### config.mk
export PLATFORM = sky130hd
export DESIGN_NAME = pipeline_ctrl
export DESIGN_NICKNAME = d
export VERILOG_FILES = /design/src/rtl/pipe_pkg.sv /design/src/rtl/pipeline_ctrl_hazard_detect.sv /design/src/rtl/pipeline_ctrl.sv
export SDC_FILE = /design/constraint.sdc
export NUM_CORES = 1
export LEC_CHECK = 0
export CELL_PAD_IN_SITES_DETAIL_PLACEMENT = 1
export CELL_PAD_IN_SITES_GLOBAL_PLACEMENT = 1
export CORE_MARGIN = 2
export CORE_UTILIZATION = 40
export DETAILED_ROUTE_END_ITERATION = 10
export PLACE_DENSITY = 0.93
export SYNTH_ARGS = -nofsm -noshare
export SYNTH_HDL_FRONTEND = slang
export SYNTH_SLANG_ARGS = --single-unit
### constraint.sdc
create_clock -name clk -period 4.1 [get_ports clk]
set_input_delay 0.82 -clock clk [delete_from_list [all_inputs] [get_ports clk]]
set_output_delay 0.82 -clock clk [all_outputs]
set_load 0.01 [all_outputs]
### src/rtl/pipe_pkg.sv
// Shared definitions for the pipeline hazard/sequencing controller:
// FSM encoding, default register-number width and the halt syscall code.
package pipe_pkg;

  typedef enum logic [1:0] {
    RUN     = 2'd0,
    MEMWAIT = 2'd1,
    HALTED  = 2'd2
  } state_t;

  localparam int REG_W_DEF = 5;
  localparam int HALT_CODE = 10;

endpackage

### src/rtl/pipeline_ctrl_hazard_detect.sv
// Load-use hazard compare: the load in EX writes a register that the
// instruction in ID reads. Register 0 is hardwired and never hazards.
module hazard_detect #(
  parameter int REG_W = pipe_pkg::REG_W_DEF
) (
  input  logic [REG_W-1:0] id_rs,
  input  logic [REG_W-1:0] id_rt,
  input  logic             id_rs_used,
  input  logic             id_rt_used,
  input  logic [REG_W-1:0] ex_rw,
  input  logic             ex_memread,
  output logic             stall
);

  always_comb begin
    stall = ex_memread && (ex_rw != '0) &&
            ((id_rs_used && (id_rs == ex_rw)) ||
             (id_rt_used && (id_rt == ex_rw)));
  end

endmodule

### src/rtl/pipeline_ctrl.sv
// Central hazard/sequencing controller: drives go/clear of every stage
// buffer and the PC, tracks halt/memory-wait state and debug statistics.
module pipeline_ctrl
  import pipe_pkg::*;
#(
  parameter int REG_W = REG_W_DEF,
  parameter int CNT_W = 32
) (
  input  logic             clk,
  input  logic             rst_n,
  input  logic [REG_W-1:0] id_rs,
  input  logic [REG_W-1:0] id_rt,
  input  logic             id_rs_used,
  input  logic             id_rt_used,
  input  logic [REG_W-1:0] ex_rw,
  input  logic             ex_memread,
  input  logic             ex_branch_taken,
  input  logic             mem_busy,
  input  logic             wb_syscall,
  input  logic             wb_halt,
  input  logic             resume,
  output logic             pc_go,
  output logic             if_id_go,
  output logic             id_ex_go,
  output logic             ex_mem_go,
  output logic             mem_wb_go,
  output logic             if_id_clear,
  output logic             id_ex_clear,
  output logic             ex_mem_clear,
  output logic             mem_wb_clear,
  output logic             halted,
  output logic [CNT_W-1:0] cycle_cnt,
  output logic [CNT_W-1:0] stall_cnt,
  output logic [CNT_W-1:0] flush_cnt
);

  state_t     state, state_nxt;
  logic       load_use;
  logic [4:0] go_c;   // {pc, if_id, id_ex, ex_mem, mem_wb}
  logic [3:0] clr_c;  // {if_id, id_ex, ex_mem, mem_wb}
  logic       stall_inc, flush_inc;

  hazard_detect #(.REG_W(REG_W)) u_hazard (
    .id_rs      (id_rs),
    .id_rt      (id_rt),
    .id_rs_used (id_rs_used),
    .id_rt_used (id_rt_used),
    .ex_rw      (ex_rw),
    .ex_memread (ex_memread),
    .stall      (load_use)
  );

  always_comb begin
    state_nxt = state;
    go_c      = 5'b00000;
    clr_c     = 4'b0000;
    stall_inc = 1'b0;
    flush_inc = 1'b0;
    case (state)
      // MEMWAIT with memory released resolves exactly like RUN.
      RUN, MEMWAIT: begin
        state_nxt = RUN;
        if (wb_syscall && wb_halt) begin
          go_c      = 5'b00001;
          clr_c     = 4'b0001;
          state_nxt = HALTED;
        end else if (mem_busy) begin
          state_nxt = MEMWAIT;
          stall_inc = 1'b1;
        end else if (ex_branch_taken) begin
          go_c      = 5'b11111;
          clr_c     = 4'b1100;
          flush_inc = 1'b1;
        end else if (load_use) begin
          go_c      = 5'b00111;
          clr_c     = 4'b0100;
          stall_inc = 1'b1;
        end else begin
          go_c = 5'b11111;
        end
      end
      HALTED: begin
        if (resume) state_nxt = RUN;
      end
      default: state_nxt = RUN;
    endcase
  end

  // Reset forces bubbles into every buffer without waiting for a clock.
  always_comb begin
    {pc_go, if_id_go, id_ex_go, ex_mem_go, mem_wb_go} = rst_n ? go_c : 5'b00000;
    {if_id_clear, id_ex_clear, ex_mem_clear, mem_wb_clear} = rst_n ? clr_c : 4'b1111;
    halted = (state == HALTED);
  end

  always_ff @(posedge clk or negedge rst_n) begin
    if (!rst_n) begin
      state     <= RUN;
      cycle_cnt <= '0;
      stall_cnt <= '0;
      flush_cnt <= '0;
    end else begin
      state <= state_nxt;
      if (state != HALTED) cycle_cnt <= cycle_cnt + CNT_W'(1);
      if (stall_inc)       stall_cnt <= stall_cnt + CNT_W'(1);
      if (flush_inc)       flush_cnt <= flush_cnt + CNT_W'(1);
    end
  end

endmodule

==> flow_summary.toml, run 1 <==
[sta]
fin_worst_skew_ps = 9.043
max_slew.worst_pin.slew_ps = 682.5
fmax_mhz = 262.0
fin_setup_tns_ps = 0
fin_crit_ps = 3816
rsz0062_at_grt = "no"
fin_crit_sh_pct = 93.08
slew_violations = 0
hold_viol = 0
relSlewSlack_pct = 54.50
setup_viol = 0

[status]
status = "complete, no violations"

[power_and_ir_drop]
p_leak_nw = 2.750
pwr_density_cell_nw_per_um2 = 393.7
peakVddDrop_uv = 261.7
totalPowerFinal_mw = 2.501

[clock_tree]
clock_latency_ps = 340
root_buffer = "clkbuf_16"
cts_htree_levels = 3
cts_hold_buf = 0
cts_setup_buffers = 0
cts_tree = "yes"
clk_path_buf_depth = 2
post_cts_resized = 0
clk_pin_slew_ps = 70
cts_buffers = 9
clkSinkCount = 98

[synth]
syn_inst = 410
yosys-top-cells-area = "dfrtp_1 (53%), xnor2_1 (14%), xor2_1 (6.1%)"
async_reset_ff_share_pct = 100.0
synth_commonest_cells = "dfrtp_1 (98), xnor2_1 (71), nand2_1 (42)"
synth.most_common_cell = "dfrtp_1"
synth_seq_cells = 98
synthFlopType = "dfrtp_1"
syn_avg_cell_area_um2 = 11.22
synth_top_area_cell = "dfrtp_1"
ys_types = 49
syn_area_um2 = 4602
synth_nets = 438
yosysTopAreaCellShare_pct = 53.29
ys_seq_area_share_pct = 53.29
yosysWarnings = 0
synth-edff-count = 0

[drt]
routed_via_density = 5.192
vias = 3629
drc_errors = 0
drt_iter0_drc = 129
drt-wirelength-per-cell_um = 16.95
first_pass_iters = 4
wl_um = 11850
ant_nets = 0

[die]
dieWidth_um = 111.3
die_area_um2 = 12380
coreArea_um2 = 11320
die_y_um = 111.3
num_rows = 39
start_util_pct = 40.65
io_pins = 131

[placement]
portBuffers = 130
gp_congestion = 0.8172
dp_hpwl_um = 9125

[global_route]
track_usage_pct = 19.93
antenna_found_initial = 1
grt_max_degree = 55
grt_pass1_vias = 4026
grt_pass1_wl_um = 20080
overflow = 0

[min_path]
hp-class = "flop to flop"

[critical_path]
crit_path_cell_trace = "clkdlybuf4s50_1 -> or4_1 -> o21ai_2 -> nor2_1 -> a21boi_0 -> clkdlybuf4s50_1"
end_kind = "primary output"
cpMostUsedCell = "clkdlybuf4s50_1"
max_stage_delay_ps = 600
path_class = "input pin to primary output"
startpoint_type = "input pin"
crit_path_max_fanout = 4
crit_family = "buffers and inverters"
cp_num_buf_inv = 2
slowest_stage = "clkdlybuf4s50_1"
critPathRequiredTime_ps = 3280
cp.arrival_ps = 3000

[layout]
drive_above_1_share_pct = 6.486
nNetsFinal = 579
area_growth_pct = 38.06
nFillCells = 1249

[job]
max_cap_violations = 0
[metrics by stage]
step / instance area [µm²] / std cells / util, % / worst slack [ps] / hold slack (ps)
floorplan: 4602 / 410 / - / 1130 / 503.9
global placement: 6078 / 683 / 53.69 / 340.3 / 461.6
detailed placement: 6078 / 683 / 53.69 / 282.2 / 474.9
CTS: 6351 / 698 / 56.10 / 260.1 / 485.3
global route: 6351 / 698 / 56.10 / 182.3 / 501.9
finish: 6354 / 699 / 56.12 / 283.7 / 478.0
[registers in the layout (all words and copies together) (netlist names)]
signal and flops:
state 2, cycle_cnt 32, stall_cnt 32, flush_cnt 32
[cells by family (layout without fill, tap and decap cells)]
kind of cell	count (synthesis)	after routing	share of synthesized area, %
buffers and inverters	11	156	1.251
muxes	3	3	0.7340
DFF	98	98	53.29
AOI/OAI and AO/OA	15	15	2.991
and+or+nand+nor	177	177	21.32
adders and majority gates	3	3	0.8157
xor gates and xnor gates	103	103	19.60
other	0	1	0
[routing by layer]
metal / wire, µm / GRT usage [%] / up-vias
met5: 0 / 0 / -
met4: 165 / 6.831 / 0
met3: 622 / 4.265 / 13
met2: 6139 / 34.80 / 103
met1: 4918 / 24.47 / 1808
li1: - / - / 1705
[path summary, 6_finish.rpt]
path                               start            end  slack [ps]  cells after the start
min reg2reg                stall_cnt[31]  stall_cnt[31]         480                      1
max in group asynchronous          rst_n  flush_cnt[15]        2410                      3
max                             ex_rw[0]          pc_go         280                      6
min                        stall_cnt[31]  stall_cnt[31]         480                      1
min in group asynchronous          rst_n   flush_cnt[3]         590                      2
max reg2reg                 flush_cnt[5]  flush_cnt[31]        1970                      6
[cell type report]
| cell class | count | area [µm²] | area share, % |
|---|---|---|---|
| antenna | 1 | 2.502 | 0.03939 |
| clock buffer | 13 | 260.3 | 4.096 |
| clock inverter | 2 | 12.51 | 0.1969 |
| inverter | 7 | 26.28 | 0.4135 |
| multi-input combinational | 301 | 2092 | 32.93 |
| sequential | 98 | 2452 | 38.60 |
| tap | 143 | 178.9 | 2.816 |
| timing repair buffer | 134 | 1329 | 20.91 |
[layout by cell type, fill, tap and decap left out, drive strengths merged, types with 4 or more instances in the layout]
cell type	synthesis	routed
nand4	26	26
nor3	7	7
and4	8	8
clkbuf	0	13
nand3	26	26
nor4	9	9
clkdlybuf4s50	0	129
and3	16	16
xnor2	71	71
nor3b	4	4
inv	7	7
nand2	42	42
xor2	32	32
dfrtp	98	98
nor2	27	27
buf	4	5
[worst register-to-register path, stage by stage (launching register included)]
cell and delay, ps:
dfrtp_1 450, nand4_1 240, nor4_1 480, nand2_1 180, nor2_1 330, nand4_1 170, xnor2_1 160
[where the power goes]
part / internal (mW) / switching [mW] / total (mW)
registers: 1.06 / 0.134 / 1.19
logic: 0.296 / 0.224 / 0.520
clock network: 0.441 / 0.345 / 0.786
total: 1.80 / 0.703 / 2.50
No activity file was read; power rests on OpenSTA's default activity.
==> run 2, diff against run 1 <==
Settings changed: HOLD_SLACK_MARGIN set to 0.15.
==> results of run 2 <==
Same layout as run 1: the final DEF is identical, and so are final timing and power.
==> run 3, diff against run 2 <==
Settings changed: CORE_ASPECT_RATIO set to 0.8, CORE_UTILIZATION 40 to 37, CTS_CLUSTER_SIZE set to 20, PLACE_DENSITY 0.93 to 0.87.
Clock period 4.1 ns to 3.7 ns, I/O delays scaled along.
==> flow_summary.toml, run 3 (same netlist as run 1, synthesis figures left out) <==
[global_route]
grt_max_degree = 62
antenna_found_initial = 0
grt_pass1_vias = 3981
overflow = 0
track_usage_pct = 19.38
grt_pass1_wl_um = 20660

[layout]
diodes = 0
top_regs = "cycle_cnt (32), flush_cnt (32), stall_cnt (32)"
drive_above_1_share_pct = 6.989
layout_common_cells = "clkdlybuf4s50_1 (129), dfrtp_1 (98), xnor2_1 (71)"
mostFrequentLayoutCell = "clkdlybuf4s50_1"
nNetsFinal = 582
post-route-util_pct = 52.61
area_growth_pct = 39.04

[critical_path]
slowest_stage = "clkdlybuf4s50_1"
crit_path_cell_trace = "clkdlybuf4s50_1 -> or4_1 -> o21ai_2 -> nor2_1 -> a21boi_1 -> clkdlybuf4s50_1"
startpoint_type = "input pin"
path_class = "input pin to primary output"
cp_num_buf_inv = 2
crit_family = "buffers and inverters"
reg2reg_from = "stall_cnt[2]"
ff2ff_path_depth = 6
end_kind = "primary output"
cpMostUsedCell = "clkdlybuf4s50_1"
rrSetupSlack_ps = 1510
crit_path_max_fanout = 4
max_stage_delay_ps = 570
critPathRequiredTime_ps = 2960
reg2reg_to = "stall_cnt[31]"
cp.arrival_ps = 2850

[status]
status = "complete, no violations"

[drt]
vias = 3681
drc_errors = 0
drt-wirelength-per-cell_um = 17.36
routed_via_density = 5.185
drt_iter0_drc = 164
ant_nets = 0
first_pass_iters = 4
wl_um = 12330

[die]
die_y_um = 103.8
start_util_pct = 37.84
coreArea_um2 = 12160
die_area_um2 = 13350
dieWidth_um = 128.7
io_pins = 131
num_rows = 36

[sta]
fin_crit_ps = 3588
hold_viol = 0
setup_viol = 0
relSlewSlack_pct = 48.21
max_slew.worst_pin.slew_ps = 776.9
slew_violations = 0
fin_hold_ws_ps = 479.1
fin_crit_sh_pct = 96.98
rsz0062_at_grt = "no"
fin_setup_tns_ps = 0
fin_worst_skew_ps = 10.17
fmax_mhz = 278.7

[clock_tree]
clock_latency_ps = 340
cts_tree = "yes"
cts_buffers = 9
clkSinkCount = 98
cts_hold_buf = 0
clk_pin_slew_ps = 60
post_cts_resized = 0
cts_htree_levels = 3
root_buffer = "clkbuf_16"
cts_setup_buffers = 0
clk_path_buf_depth = 2

[power_and_ir_drop]
pwr_density_cell_nw_per_um2 = 443.7
totalPowerFinal_mw = 2.839
p_leak_nw = 2.766
peakVddDrop_uv = 279.7

[min_path]
whs_path_depth = 1
min_to = "cycle_cnt[31]"
hp-class = "flop to flop"
hp-start = "cycle_cnt[31]"

[placement]
dp_hpwl_um = 9425
portBuffers = 130
gp_congestion = 0.8851

[job]
max_cap_violations = 0
-- run 3: cell count changes in the layout (fill, tap and decap cells not counted) --
| cell | before | now |
|---|---|---|
| a21boi_0 | 1 | 0 |
| a21boi_1 | 0 | 1 |
| buf_4 | 5 | 8 |
| bufinv_16 | 0 | 1 |
| clkbuf_8 | 2 | 0 |
| clkinv_2 | 1 | 0 |
| clkinv_4 | 0 | 1 |
| clkinvlp_4 | 1 | 2 |
| diode_2 | 1 | 0 |
-- run 3: per-layer routing --
metal	GRT usage, %	wire length, µm	up-vias
li1	-	-	1709
met1	25.27	5601	1882
met2	32.54	6072	74
met3	4.442	461	16
met4	4.891	190	0
met5	0	0	-
-- run 3: worst max-delay path by stage --
stage | startpoint | end | slack [ps] | depth (start not counted)
after floorplan | ex_rw[0] | pc_go | 890 | 5
after global placement | ex_rw[2] | if_id_go | 160 | 6
after detailed placement | ex_rw[2] | if_id_go | 30 | 6
after CTS | ex_rw[2] | if_id_go | 20 | 6
after global routing | ex_rw[2] | if_id_go | 4 | 6
final | ex_rw[2] | if_id_go | 110 | 6
-- run 3: per-stage QoR --
stage / cell area, µm² / worst slack (ps) / cells
after floorplan: 4602 / 890.5 / 410
after global placement: 6112 / 155.5 / 695
after detailed placement: 6112 / 27.33 / 695
after CTS: 6399 / 18.83 / 710
after global routing: 6399 / 3.833 / 710
final: 6399 / 111.7 / 710
-- run 3: where the power goes --
| part | leakage (nW) | internal [mW] | switching (mW) | total, mW |
|---|---|---|---|---|
| logic | 1.31 | 0.331 | 0.262 | 0.592 |
| registers | 1.32 | 1.18 | 0.155 | 1.33 |
| clock network | 0.132 | 0.522 | 0.394 | 0.917 |
-- run 3: area by class of cell --
class / count / area (µm²)
Fill cell: 1323 / 5763
Sequential cell: 98 / 2452
Multi-Input combinational cell: 301 / 2092
Timing Repair Buffer: 137 / 1351
Clock buffer: 11 / 232.7
Tap cell: 152 / 190.2
Clock inverter: 4 / 53.80
Inverter: 7 / 26.28
